[src/rtl/wb_arb_defs.vh]
// Shared encodings for the two-master Wishbone arbiter: FSM state codes and
// the width of the stall watchdog counter.
`ifndef WB_ARB_DEFS_VH
`define WB_ARB_DEFS_VH

`define WB_ARB_IDLE  2'b00
`define WB_ARB_GNT0  2'b01
`define WB_ARB_GNT1  2'b10
`define WB_ARB_CNT_W 10

`endif

[src/rtl/wb_rr_arbiter_pkg.sv]
// Types and helpers shared by the round-robin Wishbone arbiter and its
// stall watchdog; the raw encodings come from wb_arb_defs.vh.
`include "wb_arb_defs.vh"

package wb_rr_arbiter_pkg;

  localparam int CNT_W = `WB_ARB_CNT_W;

  typedef enum logic [1:0] {
    ST_IDLE = `WB_ARB_IDLE,
    ST_GNT0 = `WB_ARB_GNT0,
    ST_GNT1 = `WB_ARB_GNT1
  } arb_state_e;

  typedef struct packed {
    logic [31:0] adr;
    logic [31:0] dat;
    logic [3:0]  sel;
    logic        we;
    logic        cyc;
    logic        stb;
  } wb_req_t;

  // The unused encoding 2'b11 decodes to "no owner" so grant_o stays one-hot.
  function automatic logic [1:0] grant_of(input arb_state_e s);
    logic [1:0] g;
    g = 2'b00;
    case (s)
      ST_GNT0: g = 2'b01;
      ST_GNT1: g = 2'b10;
      default: g = 2'b00;
    endcase
    return g;
  endfunction

endpackage

[src/rtl/wb_arb_wdt.sv]
// Stall watchdog: counts consecutive stalled strobe cycles and emits a
// single-cycle timeout pulse when the count reaches TIMEOUT-1.
module wb_arb_wdt
  import wb_rr_arbiter_pkg::*;
#(
  parameter int unsigned TIMEOUT = 255
) (
  input  logic clk,
  input  logic rst,
  input  logic run,
  input  logic clr,
  output logic timeout_o
);

  localparam logic [CNT_W-1:0] CNT_LAST = CNT_W'(TIMEOUT - 1);
  localparam logic [CNT_W-1:0] CNT_MAX  = '1;
  localparam logic [CNT_W-1:0] CNT_ONE  = 1;

  logic [CNT_W-1:0] cnt_q;
  logic [CNT_W-1:0] cnt_d;

  always_comb begin
    timeout_o = run & ~clr & (cnt_q == CNT_LAST);
    cnt_d     = cnt_q;
    if (clr || timeout_o) begin
      cnt_d = '0;
    end else if (run && (cnt_q != CNT_MAX)) begin
      // Saturate rather than wrap so a stuck count can never alias to zero.
      cnt_d = cnt_q + CNT_ONE;
    end
  end

  always_ff @(posedge clk or posedge rst) begin
    if (rst) begin
      cnt_q <= '0;
    end else begin
      cnt_q <= cnt_d;
    end
  end

endmodule

[src/rtl/wb_rr_arbiter.sv]
// Two-master round-robin Wishbone arbiter with cycle-granular grants,
// one-cycle grant latency and a per-transfer stall timeout.
//
// Handshake: a master owns the slave from the edge after its cyc is seen until
// it drops cyc; a beat completes on any cycle where the granted stb and
// s_ack_i are both high, and a stalled beat ends with a one-cycle err instead.
module wb_rr_arbiter
  import wb_rr_arbiter_pkg::*;
#(
  parameter int unsigned timeout_cycles = 255
) (
  input  logic        clk,
  input  logic        rst,
  input  logic [31:0] m0_adr_i,
  input  logic [31:0] m0_dat_i,
  output logic [31:0] m0_dat_o,
  input  logic [3:0]  m0_sel_i,
  input  logic        m0_we_i,
  input  logic        m0_cyc_i,
  input  logic        m0_stb_i,
  output logic        m0_ack_o,
  output logic        m0_err_o,
  input  logic [31:0] m1_adr_i,
  input  logic [31:0] m1_dat_i,
  output logic [31:0] m1_dat_o,
  input  logic [3:0]  m1_sel_i,
  input  logic        m1_we_i,
  input  logic        m1_cyc_i,
  input  logic        m1_stb_i,
  output logic        m1_ack_o,
  output logic        m1_err_o,
  output logic [31:0] s_adr_o,
  output logic [31:0] s_dat_o,
  output logic [3:0]  s_sel_o,
  output logic        s_we_o,
  output logic        s_cyc_o,
  output logic        s_stb_o,
  input  logic [31:0] s_dat_i,
  input  logic        s_ack_i,
  output logic [1:0]  grant_o
);

  arb_state_e state_q;
  arb_state_e state_d;
  logic       last_owner_q;
  logic       last_owner_d;
  logic [1:0] grant;
  wb_req_t    m0_req;
  wb_req_t    m1_req;
  wb_req_t    sel_req;
  logic       wdt_run;
  logic       wdt_clr;
  logic       timeout;

  always_comb begin
    state_d      = state_q;
    last_owner_d = last_owner_q;
    case (state_q)
      ST_IDLE: begin
        // last_owner_q == 1 means m1 went last, so m0 wins a tie.
        if (m0_cyc_i && m1_cyc_i) begin
          state_d = last_owner_q ? ST_GNT0 : ST_GNT1;
        end else if (m0_cyc_i) begin
          state_d = ST_GNT0;
        end else if (m1_cyc_i) begin
          state_d = ST_GNT1;
        end
      end
      ST_GNT0: begin
        if (!m0_cyc_i) begin
          state_d = m1_cyc_i ? ST_GNT1 : ST_IDLE;
        end
      end
      ST_GNT1: begin
        if (!m1_cyc_i) begin
          state_d = m0_cyc_i ? ST_GNT0 : ST_IDLE;
        end
      end
      default: state_d = ST_IDLE;
    endcase
    if (state_d == ST_GNT0 && state_q != ST_GNT0) begin
      last_owner_d = 1'b0;
    end else if (state_d == ST_GNT1 && state_q != ST_GNT1) begin
      last_owner_d = 1'b1;
    end
  end

  always_ff @(posedge clk or posedge rst) begin
    if (rst) begin
      state_q      <= ST_IDLE;
      last_owner_q <= 1'b1;
    end else begin
      state_q      <= state_d;
      last_owner_q <= last_owner_d;
    end
  end

  assign grant   = grant_of(state_q);
  assign grant_o = grant;

  assign m0_req = '{adr: m0_adr_i, dat: m0_dat_i, sel: m0_sel_i,
                    we: m0_we_i, cyc: m0_cyc_i, stb: m0_stb_i};
  assign m1_req = '{adr: m1_adr_i, dat: m1_dat_i, sel: m1_sel_i,
                    we: m1_we_i, cyc: m1_cyc_i, stb: m1_stb_i};

  always_comb begin
    sel_req = '0;
    case (state_q)
      ST_GNT0: sel_req = m0_req;
      ST_GNT1: sel_req = m1_req;
      default: sel_req = '0;
    endcase
  end

  // A stalled cycle is a granted strobe without ack; anything else, or a
  // change of owner, restarts the count.
  assign wdt_run = sel_req.stb & ~s_ack_i;
  assign wdt_clr = ~wdt_run | (state_d != state_q);

  wb_arb_wdt #(
    .TIMEOUT (timeout_cycles)
  ) u_wdt (
    .clk       (clk),
    .rst       (rst),
    .run       (wdt_run),
    .clr       (wdt_clr),
    .timeout_o (timeout)
  );

  assign s_adr_o = sel_req.adr;
  assign s_dat_o = sel_req.dat;
  assign s_sel_o = sel_req.sel;
  assign s_we_o  = sel_req.we;
  assign s_cyc_o = sel_req.cyc;
  // The timed-out beat is withdrawn from the slave on the cycle err is raised.
  assign s_stb_o = sel_req.stb & ~timeout;

  assign m0_dat_o = s_dat_i;
  assign m1_dat_o = s_dat_i;

  assign m0_ack_o = s_ack_i & grant[0] & m0_stb_i;
  assign m1_ack_o = s_ack_i & grant[1] & m1_stb_i;
  assign m0_err_o = timeout & grant[0];
  assign m1_err_o = timeout & grant[1];

endmodule

[config.mk]
export PLATFORM = sky130hd
export DESIGN_NAME = wb_rr_arbiter
export DESIGN_NICKNAME = d
export VERILOG_FILES = /design/src/rtl/wb_rr_arbiter_pkg.sv /design/src/rtl/wb_arb_wdt.sv /design/src/rtl/wb_rr_arbiter.sv
export VERILOG_INCLUDE_DIRS = /design/src /design/src/rtl
export SDC_FILE = /design/constraint.sdc
export NUM_CORES = 1
export LEC_CHECK = 0
export CORE_AREA = 3 3 123 125
export DETAILED_ROUTE_END_ITERATION = 6
export DIE_AREA = 0 0 126 128
export SLEW_MARGIN = 0
export SYNTH_ARGS = -nofsm -noshare
export SYNTH_HDL_FRONTEND = slang
export SYNTH_SLANG_ARGS = --single-unit
export TNS_END_PERCENT = 10
[constraint.sdc]
create_clock -name clk -period 5.4 [get_ports clk]
set_input_delay 1.08 -clock clk [delete_from_list [all_inputs] [get_ports clk]]
set_output_delay 1.08 -clock clk [all_outputs]
set_load 0.02 [all_outputs]
# ---- Word level (Yosys, flattened, before mapping)
# Cells that the tools add are included.
dict set report op_classes {
  bitwise_logic 15
  mux 15
  eq_ne 9
  addsub 1
  reduce_logical 8
}
# cell n
set op_table {}
lappend op_table {{$pmux 71 s2} 1}
lappend op_table {{$mux 10} 2}
lappend op_table {{$mux 2} 7}
lappend op_table {{$add 10x1->10 const B} 1}
lappend op_table {{$and 1x1->1} 10}
lappend op_table {{$eq 10x8->1 const B} 1}
lappend op_table {{$ne 10x10->1 const B} 1}
lappend op_table {{$pmux 2 s3} 1}
lappend op_table {{$eq 2x1->1 const B} 2}
lappend op_table {{$eq 2x2->1 const B} 2}
lappend op_table {{$logic_and 1x1->1} 4}
lappend op_table {{$not 1->1} 4}
lappend op_table {{$pmux 2 s2} 1}
lappend op_table {{$reduce_bool 2->1} 2}
lappend op_table {{$mux 1} 3}
lappend op_table {{$logic_not 2->1} 1}
lappend op_table {{$ne 2x1->1 const B} 1}
lappend op_table {{$ne 2x2->1} 1}
lappend op_table {{$ne 2x2->1 const B} 1}
lappend op_table {{$logic_or 1x1->1} 1}
lappend op_table {{$or 1x1->1} 1}
dict set report word_totals {
  wordCells 51
  output_inout_bits 141
  regBits 13
  inputBits 177
}

# ---- Logic depth before layout (Yosys ltp)
dict set report depth {
  ltp_word 11
  depth_mapped 8
  ltp_nobuf 7
}

# ---- Cells and area by module
# Synthesis repeated with hierarchy kept, for this count alone.
dict set report hier_totals {
  hier_cells 338
  area_unflattened_um2 2543.7
}
# module area_each_um2 cells_per_inst seq_area_each_um2 n_inst
set modules_own_cells {}
lappend modules_own_cells {wb_rr_arbiter 1903.1 273 76.3 1}
lappend modules_own_cells {wb_arb_wdt 640.6 65 250.2 1}

# ---- Least setup slack after synthesis
# OpenSTA, ideal clock, no wires.
dict set report synth_path {
  kind {input port to output port}
  start {in m1_cyc_i}
  end {out m0_err_o}
  t_arrival_ps 2645
  t_required_ps 4320
  n_path_buf 1
  slack_ps 1675
  cell_stages 5
  cell_sequence {buf_2 o31a_1 a32o_2 or3_4 nor3_1}
}
dict set report synth_between {
  elab_chain_len 10
  word_cells_on_any_way 14
  cone_classes {eq/ne (1); mux (7); bitwise (5); reduce/logical (1)}
}
# element line
set synth_lines {}
lappend synth_lines {{start: declaration} wb_rr_arbiter.sv:28} ;# input logic m1_cyc_i,
lappend synth_lines {{$mux 2} wb_rr_arbiter.sv:65} ;# end else if (m1_cyc_i) begin
lappend synth_lines {{$mux 2} wb_rr_arbiter.sv:63} ;# end else if (m0_cyc_i) begin
lappend synth_lines {{$mux 2} wb_rr_arbiter.sv:61} ;# if (m0_cyc_i && m1_cyc_i) begin
lappend synth_lines {{$pmux 2 s3 *} wb_rr_arbiter.sv:58} ;# case (state_q)
lappend synth_lines {{$ne 2x2->1 *} wb_rr_arbiter.sv:118} ;# assign wdt_clr = ~wdt_run | (state_d != state_q);
lappend synth_lines {{$or 1x1->1 *} wb_rr_arbiter.sv:118}
lappend synth_lines {{$not 1->1 *} wb_arb_wdt.sv:23} ;# timeout_o = run & ~clr & (cnt_q == CNT_LAST);
lappend synth_lines {{$and 1x1->1 * (2 in a row)} wb_arb_wdt.sv:23}
lappend synth_lines {{$and 1x1->1 *} wb_rr_arbiter.sv:143} ;# assign m0_err_o = timeout & grant[0];
lappend synth_lines {{end: declaration} wb_rr_arbiter.sv:22} ;# output logic m0_err_o,
# Every way passes the cells marked *; elsewhere a longest branch is shown, timed or not.

# ---- Worst setup path after layout
# Ends and elaborated chain as after synthesis.

==> results.md <==
* Worst reg-to-reg setup slack at 2.68 ns
* Pin count of the biggest net entering global routing at 48
* Routed WL at 11.2 mm
* Post-synth ARST share at 1.00
* Final worst setup slack at 0.540 ns
* Synth Register Bits at 13
* Met1 GRT Util at 0.152
* Area leader, netlist: a22oi_1
* CTS H-tree depth at 1
* Post-CTS Hold Buffers at 0
* Worst reg2reg path depth at 7
* Critical Path End: m0_err_o
* First-pass GRT wire length at 16.7 mm
* Max VDD drop at 0.207 mV
* Net Count, Synth at 529
* Post-placement setup slack at 0.566 ns
* Setup Buffers After CTS at 0
* FILL cells at 1495
* Slew Limit Fails at 0
* Layout cells sized above 1 at 0.0373
* Status: finished clean
* Port bufs at 221
* Die height at 128 µm
* Crit-path max FO at 13
* Clock root cell: clkbuf_16
* RSZ-0062 raised after global routing: false
* Initial antenna violation count at 0
* Setup_tns at 0 ns
* Crit. End Element: output pin
* Netlist cell types at 45
* Area Overhead vs Synth at 77.9%
* Routed vias at 3040
* Main synth FF type: dfrtp_1
* Fin crit share at 0.900
* FF-to-FF End: u_wdt.cnt_q[8]
* Fin. Hold Viols at 0
* Final setup violation count at 0
* Worst Tran Pin Value at 0.611 ns
* Mapped Area at 0.00253 mm²
* Max Freq at 0.206 GHz
* Rel. slew slack at 0.593
* Max-cap viol count at 0
* Clock transition at path regs at 0.04 ns
* Mapped Cells at 344
* Leakage at 0.00151 µW
* CTS Buf Count at 3
* Via-to-Cell Ratio at 4.59
* CTS Buffer Depth at 2
* CTS tree: yes
* Pwr/cell area at 423 mW/mm²
* Synth warnings at 0
* Nets at 669
* Antenna Cells at 0
* Die area at 0.0161 mm²
* Post-synth top area share at 0.205
* GRT met3 Usage at 0.0371
* Seq/Total Area, Yosys at 0.129
* Clock Sink Count at 13
* Clk Latency, worst-skew pair at 0.24 ns
* Total gr overflow at 0
* WS Path Type: input pin to output pin
* Die width at 126 µm
* Vias in the first global route at 3010
* Post-DRT Antenna Nets at 0
* Setup crit start kind: input pin
* Critical path launch point: m1_cyc_i
* Router iterations before antenna repair at 5
* Worst Hold Class: flop to flop
* Post_cts resized at 0
* Minimum clock period at 4.86 ns
* Syn Area/Cell at 7.36 µm²
* Post-synth EDFFs at 0
* Commonest cells post-synth: nor2b_1 (72), a22oi_1 (69), buf_4 (64)
* Core Area at 0.0140 mm²
* GRT Total Usage at 0.126
* CP required at 4.32 ns
* Most frequent cell after synthesis: nor2b_1
* Critical path data arrival time at 3.78 ns
* Io pins at 318
* R2R Path Start: state_q[0]
* FP Rows at 43
* Synth area leaders: a22oi_1 (20%), buf_4 (19%), nor2b_1 (18%), dfrtp_1 (12%), ha_1 (4.0%)
* Initial Utilization at 0.181
* Gpl congestion at 0.782
* WL/cell at 16.9 µm
* Initial drt markers at 280
* Global routing's busiest layer: met2
* Detail Placement HPWL at 9.41 mm
* Met2 Usage GRT at 0.227
* Layout Skew at 0.00389 ns
* Drt drc at 0
-- power breakdown --
| part | internal [µW] | total [µW] | switching (µW) |
|---|---|---|---|
| sequential | 113 | 136 | 23.3 |
| clock | 98.4 | 139 | 40.9 |
| combinational | 776 | 1630 | 852 |
| total | 988 | 1900 | 917 |
-- critical path: stages --
cell and delay, ns:
clkdlybuf4s50_1 0.70, nor2b_1 0.25, a222oi_1 0.17, a32o_2 0.33
or3_4 0.41, nor3_1 0.20, clkdlybuf4s50_1 0.64
-- state kept, by name, summed over array words and instances (netlist names) --
register      flops
last_owner_q      1
state_q           2
u_wdt.cnt_q      10
-- layout by cell type (no fill, tap or decap), types with 2 or more instances in the layout --
cell type / Yosys / routed
nor2_1: 13 / 13
clkdlybuf4s50_1: 0 / 221
o21ai_0: 2 / 2
xor2_1: 4 / 4
nand3b_1: 2 / 2
nor2b_1: 72 / 72
clkbuf_16: 0 / 3
nand2_1: 10 / 10
a21oi_1: 7 / 7
ha_1: 8 / 5
and3_1: 3 / 3
nand3_1: 4 / 4
a22oi_1: 69 / 69
nor3_1: 9 / 9
ha_2: 0 / 3
a22o_1: 2 / 2
nand4_1: 4 / 4
dfrtp_1: 12 / 12
inv_1: 6 / 6
buf_4: 64 / 3
nor4_1: 2 / 2
a31oi_1: 2 / 2
-- stage by stage --
| stage | instance area, µm² | hold WS [ns] | power (µW) | cells | utilization |
|---|---|---|---|---|---|
| after detailed placement | 4420 | 0.581 | 1780 | 659 | 0.316 |
| final | 4500 | 0.587 | 1900 | 663 | 0.322 |
| after global routing | 4500 | 0.618 | 2030 | 663 | 0.322 |
| after CTS | 4500 | 0.592 | 1930 | 663 | 0.322 |
| after floorplan | 2530 | 0.519 | 1150 | 344 | - |
| after global placement | 4420 | 0.545 | 1780 | 659 | 0.316 |
-- worst min-delay path by stage --
stage,startpoint,to,slack (ns),depth (start not counted)
2_1_floorplan,u_wdt.cnt_q[7],u_wdt.cnt_q[7],0.52,2
3_3_place_gp,u_wdt.cnt_q[7],u_wdt.cnt_q[7],0.54,2
3_5_place_dp,u_wdt.cnt_q[6],u_wdt.cnt_q[6],0.58,2
4_1_cts,u_wdt.cnt_q[6],u_wdt.cnt_q[6],0.59,2
5_1_grt,last_owner_q,last_owner_q,0.62,1
6_report,u_wdt.cnt_q[6],u_wdt.cnt_q[6],0.59,2
-- per-layer routing --
| layer | part of all wire | vias to the layer above |
|---|---|---|
| met4 | 0.011 | 0 |
| met1 | 0.39 | 1385 |
| met2 | 0.52 | 192 |
| met3 | 0.083 | 16 |
| li1 | - | 1447 |
| met5 | 0 | - |
-- cell type report --
class / instances / area, µm² / area share
clock buffer: 3 / 75.1 / 0.0167
clock inverter: 1 / 5.00 / 0.00111
inverter: 6 / 22.5 / 0.00500
multi-input combinational: 236 / 1610 / 0.358
sequential: 13 / 327 / 0.0725
tap: 180 / 225 / 0.0500
timing repair buffer: 224 / 2230 / 0.496
-- cells by family after synthesis --
family / share of synthesized area
XOR/XNOR: 0.0173
AND/OR/NAND/NOR: 0.303
AO/OA/AOI/OAI: 0.270
adder cells (fa/ha/maj): 0.0395
multiplexers: 0.00445
flip-flops: 0.129
buffers and inverters: 0.237
(Power assumes the default switching activity.)
